<file path="config.mk">
export PLATFORM = sky130hd
export DESIGN_NAME = qualified_pipe
export DESIGN_NICKNAME = d
export VERILOG_FILES = /design/src/rtl/qualified_pipe_pkg.sv /design/src/rtl/qualified_pipe_stage.sv /design/src/rtl/qualified_pipe.sv
export SDC_FILE = /design/constraint.sdc
export NUM_CORES = 1
export LEC_CHECK = 0
export CAP_MARGIN = 10
export CELL_PAD_IN_SITES_DETAIL_PLACEMENT = 0
export CELL_PAD_IN_SITES_GLOBAL_PLACEMENT = 1
export CORE_MARGIN = 2
export CORE_UTILIZATION = 37
export DETAILED_ROUTE_END_ITERATION = 8
export MAX_ROUTING_LAYER = met4
export PLACE_DENSITY = 0.86
export SYNTH_ARGS = -nofsm -noshare
export SYNTH_HDL_FRONTEND = slang
export SYNTH_SLANG_ARGS = --single-unit
</file>
<file path="constraint.sdc">
create_clock -name clk -period 3.7 [get_ports clk]
set_input_delay 0.555 -clock clk [delete_from_list [all_inputs] [get_ports clk]]
set_output_delay 0.555 -clock clk [all_outputs]
set_load 0.005 [all_outputs]
</file>
<file path="src/rtl/qualified_pipe_pkg.sv">
// qualified_pipe_pkg: default widths, qualification constants and match helper
package qualified_pipe_pkg;
  localparam int DATA_W_DEF = 8;
  localparam int STAGES_DEF = 2;
  localparam int CNT_W_DEF = 8;
  localparam logic [7:0] MATCH_MASK_DEF = 8'h0F;
  localparam logic [7:0] MATCH_VAL_DEF = 8'h0F;
  function automatic logic match_f(input logic [63:0] data, input logic [63:0] mask, input logic [63:0] val);
    return (data & mask) == val;
  endfunction
endpackage

</file>
<file path="src/rtl/qualified_pipe_stage.sv">
// pipe_stage: valid+payload register; payload loads only with a valid beat
module pipe_stage #(
  parameter int W = 8
) (
  input  logic         clk,
  input  logic         rst,
  input  logic         clr,
  input  logic         en,
  input  logic         src_v,
  input  logic [W-1:0] src_d,
  output logic         v_o,
  output logic [W-1:0] data_o
);
  logic         v_d, v_q;
  logic [W-1:0] data_d, data_q;
  always_comb begin
    v_d = clr ? 1'b0 : en ? src_v : v_q;
    data_d = (en & src_v) ? src_d : data_q;
  end
  always_ff @(posedge clk) begin
    if (rst) begin
      v_q <= 1'b0;
      data_q <= '0;
    end else begin
      v_q <= v_d;
      data_q <= data_d;
    end
  end
  assign v_o = v_q;
  assign data_o = data_q;
endmodule

</file>
<file path="src/rtl/qualified_pipe.sv">
// qualified_pipe: mask/value-qualified valid/ready pipeline with saturating drop counter
module qualified_pipe
  import qualified_pipe_pkg::*;
#(
  parameter int DATA_W = DATA_W_DEF,
  parameter int STAGES = STAGES_DEF,
  parameter logic [DATA_W-1:0] MATCH_MASK = DATA_W'(MATCH_MASK_DEF),
  parameter logic [DATA_W-1:0] MATCH_VAL = DATA_W'(MATCH_VAL_DEF),
  parameter int CNT_W = CNT_W_DEF
) (
  input  logic              clk,
  input  logic              rst,
  input  logic              flush,
  input  logic              in_valid,
  output logic              in_ready,
  input  logic [DATA_W-1:0] in_data,
  output logic              out_valid,
  input  logic              out_ready,
  output logic [DATA_W-1:0] out_data,
  output logic [CNT_W-1:0]  drop_cnt
);
  logic [STAGES-1:0] v;
  logic [DATA_W-1:0] dat [STAGES];
  logic              acc, match;
  logic [CNT_W-1:0]  cnt_d, cnt_q;
  always_comb begin
    match = match_f(64'(in_data), 64'(MATCH_MASK), 64'(MATCH_VAL));
    in_ready = (out_ready | ~(&v)) & ~flush & ~rst;
    acc = in_valid & in_ready;
    cnt_d = (acc & ~match & ~(&cnt_q)) ? cnt_q + 1'b1 : cnt_q;
  end
  // stage k may load when it is empty or every stage downstream of it can move
  for (genvar k = 0; k < STAGES; k++) begin : g_st
    logic              en, sv;
    logic [DATA_W-1:0] sd;
    assign en = out_ready | ~(&v[STAGES-1:k]);
    if (k == 0) begin : g_head
      assign sv = acc & match;
      assign sd = in_data;
    end else begin : g_body
      assign sv = v[k-1];
      assign sd = dat[k-1];
    end
    pipe_stage #(.W(DATA_W)) u_stage (
      .clk(clk), .rst(rst), .clr(flush), .en(en),
      .src_v(sv), .src_d(sd), .v_o(v[k]), .data_o(dat[k])
    );
  end
  always_ff @(posedge clk) begin
    if (rst) cnt_q <= '0;
    else cnt_q <= cnt_d;
  end
  assign out_valid = v[STAGES-1];
  assign out_data = dat[STAGES-1];
  assign drop_cnt = cnt_q;
endmodule

</file>
# Word-level counts from Yosys, hierarchy flattened
# Cells that the tools add are included.
dict set report word_totals {
  regBits 26
  input_bits 13
  out_inout_bits 18
  elab_cells 26
}
dict set report op_classes {
  n_addsub 1
  n_eq_ne 1
  n_bitwise 16
  reduce_logical 3
}
# op count
set ops {}
lappend ops {{8-bit by 1-bit adder with 8-bit output, second input constant} 1}
lappend ops {{1-bit AND} 8}
lappend ops {{8-bit AND reduction} 1}
lappend ops {{1-bit inverter} 6}
lappend ops {{4-bit == test, second input constant} 1}
lappend ops {{1-bit OR} 2}
lappend ops {{2-bit AND reduction} 1}
lappend ops {{2-bit OR reduction} 1}

# Longest topological paths before layout
dict set report depth {
  depth_word 8
  depth_mapped 6
  ltp_nobuf 5
}

# Modules after synthesis
# From an unflattened synthesis, not the netlist that was laid out.
dict set report unflattened {
  hier_cells 131
  hier_area_um2 1251.2
}
# mod instances cells_each area_each_um2 seq_area_each_um2
set by_module_without_submodules {}
lappend by_module_without_submodules {pipe_stage 2 40 405.4 180.2}
lappend by_module_without_submodules {qualified_pipe 1 51 440.4 160.2}

# Worst setup path before layout
# No wires, ideal clock.
dict set report synth_timing {
  path_kind {input port to flip-flop}
  from {input rst}
  to {register cnt_q[5] (netlist: drop_cnt[5])}
  setup_ps 60
  t_arrival_ps 1615
  required_ps 3640
  setup_slack_ps 2024
  cell_stages 6
  n_path_buf 2
  path_cell_list {buf_6 nor3b_4 nand2_1 buf_6 or4_1 nand2_1}
}
dict set report synth_via {
  elab_chain_cells 5
}
# item line
set synth_rtl {}
lappend synth_rtl {{from (decl)} qualified_pipe.sv:12} ;# input logic rst,
lappend synth_rtl {{1-bit inverter} qualified_pipe.sv:28} ;# in_ready = (out_ready | ~(&v)) & ~flush & ~rst;
lappend synth_rtl {{1-bit AND} qualified_pipe.sv:28}
lappend synth_rtl {{1-bit AND} qualified_pipe.sv:29} ;# acc = in_valid & in_ready;
lappend synth_rtl {{1-bit AND (2 in series)} qualified_pipe.sv:30} ;# cnt_d = (acc & ~match & ~(&cnt_q)) ? cnt_q + 1'b1 : cnt_q;
lappend synth_rtl {{to (signal assigned)} qualified_pipe.sv:51} ;# else cnt_q <= cnt_d;
lappend synth_rtl {{to (decl)} qualified_pipe.sv:25} ;# logic [CNT_W-1:0] cnt_d, cnt_q;
# Several ways; a longest one is shown, not always the timed one.
# A chain may end at the register's enable or synchronous reset.

# Final worst setup path
dict set report layout_timing {
  from {input out_ready}
  to {output in_ready}
}
dict set report layout_via {
  elab_chain_cells 3
}
# item line
set layout_rtl {}
lappend layout_rtl {{from (decl)} qualified_pipe.sv:18} ;# input logic out_ready,
lappend layout_rtl {{1-bit OR} qualified_pipe.sv:28}
lappend layout_rtl {{1-bit AND (2 in series)} qualified_pipe.sv:28}
lappend layout_rtl {{to (decl)} qualified_pipe.sv:15} ;# output logic in_ready,
# Every way passes these cells.

==> impl_metrics.tcl <==
set metrics [dict create \
    place_area_sq_um 1376 \
    gp_congestion 0.6835 \
    r2r_cells 5 \
    avgRoutedWirePerCell_microns 12.77 \
    finish.net_count 154 \
    antenna_left 0 \
    hold_violations 0 \
    ioPinCount 31 \
    die_area_sq_um 3323 \
    synth-seq-cells 26 \
    fin_ws_ns 1.119 \
    setup_tns_ns 0 \
    crit_type "in2out" \
    synth_area_per_cell_sq_um 9.769 \
    cp-startpoint "out_ready" \
    remaining_drc_errors 0 \
    p_comb_share_pct 7.0 \
    rsz0062_at_grt "no" \
    grt_usage_pct 14.22 \
    grt_first_pass_wirelength_microns 3657 \
    vias 895 \
    syn_area_sq_um 1065 \
    dpl.hpwl_microns 1645 \
    pwr-share-clk_pct 26.3 \
    finalClockSkew_ns 0.009981 \
    power_density_nw_per_um2 302.8 \
    p_leak_nw 0.5729 \
    cts_buffer_depth 2 \
    drt-vias-per-instance 5.296 \
    postCtsHoldBufs 0 \
    final_cell_area_sq_um 1399 \
    synthesis.nets 123 \
    worstReg2RegStart "drop_cnt[0]$_SDFFE_PP0P_" \
    overflow 0 \
    ff2ff_setup_slack_ns 1.74 \
    endpoint "in_ready" \
    htreeDepth 1 \
    period_minus_slack_ns 2.581 \
    die_h_microns 57.65 \
    finalSetupViolCount 0 \
    fin_cells 169 \
    switching_share_pct 20.50 \
    clkSlewWorstSetupHoldPaths_ns 0.12 \
    cts_tree "yes" \
    dpl_worst_slack_ns 1.117 \
    slew_headroom_pct 41.93 \
    die_width_microns 57.65 \
    worstReg2RegEnd "drop_cnt[1]$_SDFFE_PP0P_" \
    post_cts.repair.setup_buffers 0 \
    yosysUniqueCellTypes 31 \
    cts_buffers 3 \
    cp-end-kind "output pin" \
    cts_resized 0 \
    dp_cells 166 \
    vdd_drop_max_uv 247.0 \
    fmax_mhz 387.4 \
    area_delta_synth_final_pct 31.37 \
    antenna_found_initial 0 \
    initial_core_util_pct 38.95 \
    grt_max_degree 21 \
    clock_sinks 26 \
    period_share_pct 69.77 \
    cp_data_required_time_ns 3.14 \
    seq_area_frac_synth_pct 48.88 \
    first_pass_iters 4 \
    clock_latency_ns 0.30 \
    finalWirelength_microns 2158 \
    cts-root-buf "clkbuf_4" \
    p_int_w 0.0003367 \
    rows 19 \
    pwr-share-seq_pct 66.7 \
    arrival_ns 2.03 \
    status "finished clean" \
    worstPathMaxFanout 5 \
    antenna_cells 0 \
    max_cap_violations 0 \
    post_synth_inst_count 109 \
    first_iter_violations 16 \
    yosys_warnings 0 \
    core_area_sq_um 2734 \
    layout-drive-gt1-share_pct 5.072 \
    p_switching_w 0.00008682 \
    io_buffers 30 \
    tightest_slew_ns 0.8692 \
    hold_class "reg2reg" \
    start_kind "input pin" \
    maxSlewViolCount 0 \
    grt_pass1_vias 900 \
]
## synth_stat cells, drive strengths merged
library cell,instances,area (sq um)
mux2,1,11.26
o41ai,1,8.760
ha,1,12.51
and2,1,6.260
nor3,1,5.000
o21bai,1,7.510
inv,8,30.03
nor2,13,48.80
buf,3,27.52
clkbuf,2,7.510
nor2b,1,6.260
a211oi,1,7.510
o31ai,3,22.52
nor3b,2,26.28
o211ai,1,7.510
o21ai,2,13.76
and3,1,6.260
nand4,3,18.77
a21oi,8,40.04
o311ai,3,26.28
and4,1,8.760
nand2,3,11.26
dfxtp,26,520.5
or4,4,30.03
nand3,4,20.02
nand3b,1,7.510
or3,1,6.260
mux2i,12,120.1
## worst max-delay path: stages
cell and delay, ns:
clkdlybuf4s50_1 0.51, nand3b_1 0.20, nor3b_1 0.22, clkdlybuf4s50_1 0.54
## layer usage
metal  wire (microns)  vias up  global-route usage [%]  share of wire (%)
met1              987      423                   15.53                 46
met2             1061       23                   26.46                 49
met5                0        -                       -                  0
li1                 -      447                       -                  -
met4               14        0                   3.654               0.65
met3               94        2                   2.455                4.4
## through the flow
stage | power (W) | utilization [%] | hold slack [ns]
2_1_floorplan | 0.0003016 | - | 0.4249
3_3_place_gp | 0.0003178 | 50.34 | 0.4314
3_5_place_dp | 0.0003187 | 50.34 | 0.4391
4_1_cts | 0.0004296 | 51.17 | 0.4605
5_1_grt | 0.0004450 | 51.17 | 0.4972
6_report | 0.0004235 | 51.17 | 0.4605
## how the worst min path moves through the flow
stage | to | from | depth (start not counted)
final | g_st[0].u_stage.data_o[3]$_SDFFE_PP0P_ | g_st[0].u_stage.data_o[3]$_SDFFE_PP0P_ | 2
after global routing | g_st[0].u_stage.data_o[1]$_SDFFE_PP0P_ | g_st[0].u_stage.data_o[1]$_SDFFE_PP0P_ | 2
after CTS | g_st[0].u_stage.data_o[2]$_SDFFE_PP0P_ | g_st[0].u_stage.data_o[2]$_SDFFE_PP0P_ | 2
after detailed placement | g_st[0].u_stage.data_o[2]$_SDFFE_PP0P_ | g_st[0].u_stage.data_o[2]$_SDFFE_PP0P_ | 2
after global placement | g_st[0].u_stage.data_o[1]$_SDFFE_PP0P_ | g_st[0].u_stage.data_o[1]$_SDFFE_PP0P_ | 2
after floorplan | g_st[0].u_stage.data_o[0]$_SDFFE_PP0P_ | g_st[0].u_stage.data_o[0]$_SDFFE_PP0P_ | 2
## state kept, by name (all words and copies together) (netlist names)
register and count:
g_st.u_stage.data_o 16, g_st.u_stage.v_o 2, drop_cnt 8
## power by group through the flow
stage | clock network (W) | logic, W | registers, W
2_1_floorplan | 0 | 0.0000130 | 0.000289
3_3_place_gp | 0 | 0.0000290 | 0.000289
4_1_cts | 0.000117 | 0.0000299 | 0.000283
6_report | 0.000111 | 0.0000295 | 0.000283
5_1_grt | 0.000130 | 0.0000320 | 0.000283
3_5_place_dp | 0 | 0.0000297 | 0.000289
## placed cells by master, fill, tap and decap left out
cell,netlist,routed
o21ai_0,1,1
o21ai_2,1,1
nor2b_1,1,1
nand3b_1,1,1
nand4_1,3,3
inv_1,8,8
mux2_2,1,1
and4_1,1,1
nand2_1,3,3
and3_1,1,1
nor3b_1,1,1
a211oi_1,1,1
ha_1,1,1
or4_1,4,4
o41ai_1,1,1
nor2_1,13,13
a21oi_1,8,8
nor3b_4,1,1
or3_1,1,1
o21bai_1,1,1
nand3_1,4,4
clkbuf_4,0,3
buf_4,0,1
nor3_1,1,1
dfxtp_1,26,26
and2_1,1,1
o31ai_1,3,3
o211ai_1,1,1
o311ai_0,3,3
mux2i_1,12,12
clkdlybuf4s50_1,0,30
## layout make-up
class,count,area (sq um)
timing repair buffer,31,307.8
inverter,8,30.03
tap,31,38.79
sequential,26,520.5
clock buffer,3,22.52
fill,249,1335
multi-input combinational,70,479.2
## cells by family after synthesis
family                     Yosys count  share of synthesized area, %
DFF                                 26                         48.88
buffers and inverters               13                         6.110
muxes                               13                         12.34
and+or+nand+nor                     36                         18.92
AOI/OAI and AO/OA                   20                         12.57
adders and majority gates            1                         1.175
Note: power is estimated with default switching activity, not from simulation.
==> variant, RTL diff (same settings) <==
`DATA_W_DEF`: 8 -> 12.
--- a/src/rtl/qualified_pipe_pkg.sv
+++ b/src/rtl/qualified_pipe_pkg.sv
@@ -1,6 +1,6 @@
 // qualified_pipe_pkg: default widths, qualification constants and match helper
 package qualified_pipe_pkg;
-  localparam int DATA_W_DEF = 8;
+  localparam int DATA_W_DEF = 12;
   localparam int STAGES_DEF = 2;
   localparam int CNT_W_DEF = 8;
   localparam logic [7:0] MATCH_MASK_DEF = 8'h0F;
Ports: changed (resized in_data and out_data); port bits go from 31 to 39. The function was not compared with the original's and may differ.
==> variant against the unedited design <==
- combinational power grew 27%
- worst setup slack gained 0.18 ns
- wire length grew 24%
- synthesized cell count grew 27%
- die area grew 26%
- final area grew 34%
- maximum frequency grew 7.5%
- sequential cell count grew 8
- power grew 59%
- area after synthesis grew 28%
- final cell count grew 34%
==> variant: results (changes against the unedited design) <==
----------------------------------------------------
[Run status]
  Outcome ... complete, no violations

[Route]
  Average wire per cell in the routed design ... 11.84 µm (-7.3%)
  DRC marker count from the first detailed-route iteration ... 47 (+31)
  Pre-Repair DR Iteration Count ... 4 (unchanged)
  Total via count in the routed design ... 1061 (+19%)

[Place]
  Post-detailed-placement half-perimeter wirelength ... 1.922 mm (+17%)
  Final weighted congestion of routability-driven global placement ... 0.7859 (+15%)
  Number of buffers inserted by port buffering ... 38 (+27%)

[Logic synthesis]
  Yosys Warn Count ... 0 (unchanged)
  Netlist cell types ... 33 (+6.5%)
  Portion of the post-synthesis area used by sequential elements ... 49.82% (+0.93 points)
  Top post-synthesis cells by count ... 34 x dfxtp_1, 22 x nor2_1, 20 x mux2i_1
  Synth Net Count ... 156 (+27%)
  Share of synthesized flip-flops with an asynchronous set or reset ... 0% (unchanged)
  Ranking of synthesized cells by area ... dfxtp_1 50%, mux2i_1 15%, nor2_1 6.0%
  Dominant register cell in the synthesized netlist ... dfxtp_1

[Worst setup path]
  Count of cells along the worst register-to-register path ... 5 (unchanged)
  Slowest cell on the critical path ... clkdlybuf4s50_1
  Maximum single-stage delay on the critical path ... 0.51 ns (-0.03 ns)
  Critical path peak fanout ... 4 (-1)
  Worst path top cell family by delay ... buffers and inverters
  Arrival time at the worst endpoint ... 1.85 ns (-0.18 ns)

[Global route]
  Total Routing Usage GR ... 13.66% (-0.56 points)
  Largest net degree at the start of global routing ... 32 (+52%)
  Number of global-route vias before repair ... 1014 (+13%)
  First-pass GRT wire length ... 4.340 mm (+19%)
  Initial antenna violation count ... 0 (unchanged)

[Clock tree]
  Clock-pin slew of the registers on the worst-case setup and hold paths ... 0.06 ns (-0.06 ns)
  Bufs on Longest Clock Path ... 2 (unchanged)
  H-tree depth ... 2 (+1)
  Number of gates resized after CTS ... 0 (unchanged)
  Post-CTS setup buffers ... 0 (unchanged)
  Skew-Pair Late Insertion Delay ... 0.28 ns (-0.02 ns)
  Total CTS buffers ... 5 (+2)
  Library cell used as clock root buffer ... clkbuf_8

[Pwr]
  Power per cell area ... 359.3 mW/mm² (+19%)
  Switching component of the power ... 132.6 µW (+53%)
  Max IR drop VDD ... 0.0002550 V (+3.3%)
  Leakage component of the power ... 0.0008314 µW (+45%)
  Sequential power share ... 54.9% (-12 points)
  Comb pwr ... 37.5 µW (+27%)

[Min path]
  Hold-critical path depth ... 2 (unchanged)
  Hold crit path type ... reg2reg

[Final layout]
  Share of layout cells above drive strength 1 ... 7.303% (+2.2 points)
  Layout net count ... 195 (+27%)
  Filler Cells Inserted ... 355 (+43%)
  Max FFs per register ... 24 (+8)
  Diodes inserted ... 0 (unchanged)

[Timing]
  Max-slew headroom ... 48.79% (+6.9 points)
  Clock skew after layout ... 0.006089 ns (-0.003893 ns)

----------------------------------------------------
variant: final timing paths:
kind                                                  to                                   start  slack (ns)
hold reg to reg   g_st[0].u_stage.data_o[1]$_SDFFE_PP0P_  g_st[0].u_stage.data_o[1]$_SDFFE_PP0P_        0.45
hold / removal    g_st[0].u_stage.data_o[1]$_SDFFE_PP0P_  g_st[0].u_stage.data_o[1]$_SDFFE_PP0P_        0.45
setup reg to reg                drop_cnt[1]$_SDFFE_PP0P_                drop_cnt[1]$_SDFFE_PP0P_        1.98
setup / recovery                                in_ready                               out_ready        1.30
variant: area by class of cell:
class	count	area share, %
clock buffer	7	4.612
clock inverter	1	0.2674
inverter	10	2.005
multi-input combinational	86	32.42
sequential	34	36.36
tap	48	3.209
timing repair buffer	40	21.12
variant: routing by layer:
layer  vias up  GRT usage [%]  share of wire (%)
met5         -              -                  0
met4         0          3.989               0.97
met3         2          4.688                4.2
met2        24          22.29                 50
met1       478          15.94                 45
li1        557              -                  -
variant: through the flow:
| step | instances | setup slack (ns) | hold slack, ns | util, % | cell area, µm² |
|---|---|---|---|---|---|
| after global placement | 218 | 1.213 | 0.4314 | 49.38 | 1780 |
| after detailed placement | 218 | 1.197 | 0.4389 | 49.38 | 1780 |
| after CTS | 226 | 1.294 | 0.4485 | 51.91 | 1872 |
| after global routing | 226 | 1.245 | 0.4653 | 51.91 | 1872 |
| after floorplan | 138 | 2.163 | 0.4249 | - | 1366 |
| final | 226 | 1.299 | 0.4474 | 51.91 | 1872 |
variant: kinds of logic after synthesis:
kind of cell               count (synthesis)  synth area share (%)
muxes                                     21                 15.48
DFF                                       34                 49.82
AOI/OAI and AO/OA                         19                 9.340
and+or+nand+nor                           45                 18.68
buffers and inverters                     18                 5.769
adders and majority gates                  1                0.9156
